[config.mk]
export PLATFORM = sky130hd
export DESIGN_NAME = mux4_rr_arbiter
export DESIGN_NICKNAME = d
export VERILOG_FILES = /design/src/rtl/mux4_rr_arbiter.sv
export SDC_FILE = /design/constraint.sdc
export NUM_CORES = 1
export LEC_CHECK = 0
export BUFFER_PORTS_ARGS = -buffer_cell sky130_fd_sc_hd__buf_4
export CELL_PAD_IN_SITES_DETAIL_PLACEMENT = 0
export CELL_PAD_IN_SITES_GLOBAL_PLACEMENT = 1
export CORE_MARGIN = 1
export CORE_UTILIZATION = 43
export DETAILED_ROUTE_END_ITERATION = 16
export PLACE_DENSITY = 0.81
export SLEW_MARGIN = 20
export SYNTH_ARGS = -nofsm -noshare
export SYNTH_HDL_FRONTEND = slang
export SYNTH_SLANG_ARGS = --single-unit
export TNS_END_PERCENT = 1
[constraint.sdc]
create_clock -name clk -period 3.7 [get_ports clk]
set_input_delay 0.37 -clock clk [delete_from_list [all_inputs] [get_ports clk]]
set_output_delay 0.37 -clock clk [all_outputs]
set_load 0.02 [all_outputs]
[src/rtl/mux4_rr_arbiter.sv]
// Round-robin arbiter that time-shares one enabled 4:1 mux among four requesters,
// with a programmable per-ownership hold limit and direct handoff on release.

module mux4to1En (
   input  logic [3:0] y,
   input  logic [1:0] s,
   input  logic       En,
   output logic       o
);

   assign o = En ? y[s] : 1'b0;

endmodule

module mux4_rr_arbiter #(
   parameter int MAX_HOLD = 4,
   parameter int CW       = 8
) (
   input  logic       clk,
   input  logic       rst,
   input  logic [3:0] req,
   input  logic [3:0] y,
   output logic [3:0] gnt,
   output logic [1:0] s,
   output logic       En,
   output logic       o,
   output logic       busy
);

   typedef enum logic {IDLE, GRANT} state_t;

   state_t          state, state_nxt;
   logic [1:0]      owner, owner_nxt;
   logic [1:0]      ptr, ptr_nxt;
   logic [CW-1:0]   cnt, cnt_nxt;
   logic [1:0]      pick_idx;
   logic            rel;

   // First set bit of vec scanning upward from base, wrapping 3 -> 0.
   function automatic logic [1:0] pick(input logic [3:0] vec, input logic [1:0] base);
      logic [1:0] idx;
      logic [1:0] result;
      result = base;
      for (int k = 3; k >= 0; k--) begin
         idx = base + 2'(k);
         if (vec[idx]) result = idx;
      end
      return result;
   endfunction

   assign pick_idx = pick(req, ptr);
   assign rel      = !req[owner] || ((MAX_HOLD != 0) && (cnt == CW'(MAX_HOLD)));

   always_ff @(posedge clk or posedge rst) begin
      if (rst) begin
         state <= IDLE;
         owner <= 2'd0;
         ptr   <= 2'd0;
         cnt   <= '0;
      end else begin
         state <= state_nxt;
         owner <= owner_nxt;
         ptr   <= ptr_nxt;
         cnt   <= cnt_nxt;
      end
   end

   always_comb begin
      state_nxt = state;
      owner_nxt = owner;
      ptr_nxt   = ptr;
      cnt_nxt   = cnt;
      case (state)
         IDLE: begin
            if (req != 4'd0) begin
               state_nxt = GRANT;
               owner_nxt = pick_idx;
               ptr_nxt   = pick_idx + 2'd1;
               cnt_nxt   = CW'(1);
            end
         end
         GRANT: begin
            if (!rel) begin
               if (cnt != {CW{1'b1}}) cnt_nxt = cnt + 1'b1;
            end else if (req != 4'd0) begin
               // ptr already points past the old owner, so it is considered last
               owner_nxt = pick_idx;
               ptr_nxt   = pick_idx + 2'd1;
               cnt_nxt   = CW'(1);
            end else begin
               state_nxt = IDLE;
               cnt_nxt   = '0;
            end
         end
         default: state_nxt = IDLE;
      endcase
   end

   assign En   = (state == GRANT);
   assign busy = En;
   assign s    = owner;
   assign gnt  = En ? (4'b0001 << owner) : 4'b0000;

   mux4to1En u_mux (
      .y  (y),
      .s  (s),
      .En (En),
      .o  (o)
   );

endmodule

# ---- Yosys cells after proc, flatten, opt, wreduce, memory -nomap -nowiden
# Cells that the tools add are included.
dict set report op_classes {
  order_cmp 5
  n_eq_ne 5
  shifts 1
  n_addsub 5
  reduce_logical 4
  n_bitwise 1
  mux 32
}
# op n
set ops {}
lappend ops {{2-to-1 mux 8 bit} 3}
lappend ops {{2-to-1 mux 2 bit} 8}
lappend ops {{case mux 8 bit (2 select lines)} 1}
lappend ops {{< comparator 2 x 3 -> 1 bit (second input constant)} 5}
lappend ops {{binary-select mux 1 bit (select 2 bit)} 6}
lappend ops {{2-to-1 mux 1 bit} 10}
lappend ops {{adder 8 x 1 -> 8 bit (second input constant)} 1}
lappend ops {{== test 8 x 3 -> 1 bit (second input constant)} 1}
lappend ops {{!= test 8 bit (second input constant)} 1}
lappend ops {{case mux 2 bit (2 select lines)} 2}
lappend ops {{adder 2 x 1 -> 2 bit (second input constant)} 2}
lappend ops {{adder 2 bit (second input constant)} 2}
lappend ops {{2-to-1 mux 4 bit} 1}
lappend ops {{nonzero test 4 bit} 1}
lappend ops {{left shift 1 x 2 -> 4 bit (first input constant)} 1}
lappend ops {{!= test 3 x 1 -> 1 bit (second input constant)} 1}
lappend ops {{!= test 2 x 1 -> 1 bit (second input constant)} 1}
lappend ops {{!= test 2 bit (second input constant)} 1}
lappend ops {{case mux 1 bit (2 select lines)} 1}
lappend ops {{AND reduction 2 bit} 1}
lappend ops {{logical NOT 1 bit} 1}
lappend ops {{logical OR 1 bit} 1}
lappend ops {{inverter 1 bit} 1}
dict set report totals {
  inputBits 10
  regBits 13
  wordCells 57
  output_inout_bits 9
}

# ---- Depth between registers and ports, before layout
dict set report depth {
  ltp_word 11
  depth_mapped 7
  mapped_depth_nobuf 7
}

# ---- By module
# From an unflattened synthesis, not the netlist that was laid out.
dict set report unflattened {
  cells_unflattened 101
  area_unflattened_um2 909.6
}
# mod area_each_um2 n_inst seq_area_each_um2 cells_each
set modules_own_cells {}
lappend modules_own_cells {mux4_rr_arbiter 880.8 1 325.3 99}
lappend modules_own_cells {mux4to1En 28.8 1 0.0 2}

# ---- Worst setup path before layout
# No wires, ideal clock.
dict set report synth_timing {
  path_type {reg-to-reg}
  from {register owner[1], in the netlist s[1]}
  to {register ptr[1]}
  setup_time_ns 0.125
  arrival_ns 1.656
  period_less_slack_ns 1.780
  stages_incl_launch_ff 7
  required_ns 3.575
  n_path_buf 1
  slack_ns 1.920
  path_cell_list {dfrtp_1 -> buf_2 -> mux2i_1 -> o22ai_2 -> nand2_1 -> nand2_1 -> mux2_2}
}
dict set report synth_via {
  elab_chain_len 5
}
# element line
set synth_rtl {}
lappend synth_rtl {{from (decl)} 33} ;# logic [1:0] owner, owner_nxt;
lappend synth_rtl {{from (signal assigned)} 62} ;# owner <= owner_nxt;
lappend synth_rtl {{binary-select mux 1 bit (select 2 bit)} 52} ;# assign rel = !req[owner] || ((MAX_HOLD != 0) && (cnt == CW'(MAX_HOLD)));
lappend synth_rtl {{2-to-1 mux 1 bit (implied by the code)} 52}
lappend synth_rtl {{logical NOT 1 bit} 52}
lappend synth_rtl {{logical OR 1 bit} 52}
lappend synth_rtl {{!= test 2 x 1 -> 1 bit (no source line)} n/a}
lappend synth_rtl {{to (signal assigned)} 63} ;# ptr <= ptr_nxt;
lappend synth_rtl {{to (decl)} 34} ;# logic [1:0] ptr, ptr_nxt;
# Every way passes these cells. The select of a mux whose other input is x is not followed.
# A chain may end at the register's enable or synchronous reset.

# ---- Worst setup path in the final report
dict set report layout_timing {
  from {register owner[0], in the netlist s[0]}
  to {output port o}
}
dict set report layout_via {
  elab_chain_len 3
}
# element line
set layout_rtl {}
lappend layout_rtl {{binary-select mux 1 bit (select 2 bit)} 11} ;# assign o = En ? y[s] : 1'b0;
lappend layout_rtl {{2-to-1 mux 1 bit (implied by the code)} 11}
lappend layout_rtl {{2-to-1 mux 1 bit} 11}
lappend layout_rtl {{to (decl)} 26} ;# output logic o,
# Every way passes these cells. The select of a mux whose other input is x is not followed.

==> flow_summary_export.csv <==
group,metric,value,unit
route,detail-route-antenna-nets,0,
route,wl_per_cell,13.7,µm
timing,finalWorstSetupSlack,1710,ps
timing,period_minus_slack,1990,ps
layout,stdcell_count,147,
yosys,synth_fp_nets,114,
timing,fin_crit_sh,53.9,%
setup_path,cp_slowest_stage_delay,530,ps
layout,drive_gt1_share,25.8,%
route,highest_layer,"met4",
placed_design,gp_congestion,0.840,
grt,grt_overflow,0,
yosys,synth.top_cells.by_count,"13 x dfrtp_1, 11 x nand2_1, 8 x nor2_1",
timing,tightest_slew,492,ps
worst_hold_path,hp-class,"primary input to async pin",
clocking,clk_root_buffer_cell,"clkbuf_4",
route,wl_met1,892,µm
yosys,synth_edf_count,0,
pwr,total_power,0.728,mW
timing,skew,4.35,ps
die,rows,16,
clocking,insertion_delay,280,ps
die,start_util,46.7,%
route,met2_length,1020,µm
die,fp.dieH,48.4,µm
clocking,cts_buffer_depth,2,
run,drv_cap,0,
layout,fillCellCount,182,
setup_path,worstPathMaxFanout,6,
clocking,cts_max_level,1,
die,die_area,2340,µm²
placed_design,pre_cts_slack,1660,ps
yosys,synthTopCellsByArea,"dfrtp_1 35%, nand2_1 4.5%, nand3_1 3.8%",
clocking,clkTransAtPathRegs,80,ps
yosys,synth.distinct_cells,44,
grt,grt_max_degree,14,
grt,grt_pass1_vias,786,
yosys,synth_top_area_share,35.2,%
clocking,postCtsSetupRepairBufs,0,
layout,ff_latch_area,325,µm²
die,ios,19,
yosys,yosys_warnings,0,
setup_path,cp.arrival,1620,ps
setup_path,worstSetupPathType,"flip-flop to output port",
clocking,post_cts_resized,0,
yosys,synth_ff_type,"dfrtp_1",
clocking,cts.sinks,13,
timing,slew_violations,0,
yosys,async_flop_share,100,%
outcome,status,"finished, final reports clean",
clocking,cts_buffers,3,
die,core,1980,µm²
grt,grt_first_pass_wirelength,3540,µm
yosys,syn_inst,102,
timing,finalSetupViolCount,0,
setup_path,cp-end-kind,"output port",
route,drt_iter0_drc,27,
placed_design,dp.cells,143,
timing,rsz0062_at_grt,"false",
route,via_count,817,
grt,antenna_found_initial,0,
route,met3_length,91,µm
setup_path,critPathLaunchType,"flip-flop",
grt,grt_usage,19.7,%
yosys,yosysSeqAreaShare,35.2,%
timing,hold_violations,0,
yosys,synth_seq_cells,13,
route,drc,0,
layout,fin_nets,133,
timing,tns,0,ps
route,finalWirelength,2020,µm
placed_design,io_buffers,18,
yosys,synth.most_common_cell,"dfrtp_1",
layout,multi_input_area,556,µm²
clocking,hold_buffers,0,
setup_path,path_cells,"mux4_2 -> and2_1 -> buf_4",
route,routed_via_density,5.56,
yosys,syn_area,925,µm²
timing,fmax,0.502,GHz
pwr,peakVddDrop,0.404,mV
setup_path,worstPathRequired,3330,ps
layout,areaGrowthSynthToFinish,18.1,%
die,fp.dieW,48.4,µm
setup_path,critPathSlowestCell,"mux4_2",
pwr,power.density,667,nW/µm²
route,dr.pass1.iters,4,
yosys,yosysTopAreaCell,"dfrtp_1",
timing,maxSlewHeadroom,67.2,%
yosys,syn_area_per_cell,9.07,µm²
clocking,cts_tree,"done",
pwr,leakage,0.489,nW
placed_design,dpl.hpwl,1590,µm
layout,antenna-diode-count,0,
[state kept, by name (all words and copies together) (netlist names)]
| register | flops |
|---|---|
| En | 1 |
| s | 2 |
| cnt | 8 |
| ptr | 2 |
[area by class of cell]
class                           instances  area share [%]
Sequential cell                        13            29.8
Tap cell                               27            3.09
Clock inverter                          1           0.458
Timing Repair Buffer                   18            12.4
Clock buffer                            3            2.06
Multi-Input combinational cell         81            50.9
Inverter                                4            1.37
[through the flow]
step                      area (µm²)  util, %  hold WS, ps
after global placement          1060     53.7          425
final                           1090     55.1          101
after detailed placement        1060     53.7          429
after floorplan                  925        -          247
after CTS                       1090     55.1          121
after global routing            1090     55.1          140
[placed cells by master (no fill, tap or decap), types with 2 or more instances in the layout]
master	n
nand3_1	7
clkbuf_4	3
nand2b_1	2
nor2_1	8
dfrtp_1	13
mux2i_1	3
mux2_2	2
xor2_1	3
ha_1	2
nor2b_1	4
inv_1	4
nand2_1	11
a21oi_1	4
o21ai_0	7
buf_4	18
[power by group]
group / total, mW / switching (mW) / leakage [nW] / internal (mW)
sequential: 0.246 / 0.0643 / 0.163 / 0.181
combinational: 0.393 / 0.207 / 0.308 / 0.186
clock: 0.0897 / 0.0495 / 0.0177 / 0.0402
total: 0.728 / 0.320 / 0.489 / 0.408
[critical path, delay by kind of cell (launching register included)]
family,cells,cell delay (ps)
mux,1,530
simple gates,1,170
buf+inv,1,150
flops,1,500
[final timing paths]
path	startpoint	endpoint	slack (ps)	cells past startpoint
max reg2reg	s[1]	s[1]	1780	5
min in group clk	req[1]	En	470	2
max	s[0]	o	1710	3
min reg2reg	cnt[1]	cnt[1]	570	2
max in group asynchronous	rst	ptr[1]	3260	2
min	rst	cnt[1]	100	2
[kinds of logic after synthesis]
family	count (synthesis)	share of synthesized area (%)
DFF	13	35.2
muxes	6	8.12
adders and majority gates	2	2.71
AOI/OAI and AO/OA	24	18.8
xor gates and xnor gates	4	3.79
and+or+nand+nor	45	26.7
buffers and inverters	8	4.74
[layer usage]
metal / GRT usage [%] / up-vias
li1: - / 406
met1: 25.9 / 391
met2: 31.7 / 18
met3: 5.97 / 2
met4: 4.41 / 0
met5: 0 / -
Note: power is estimated with default switching activity, not from simulation.
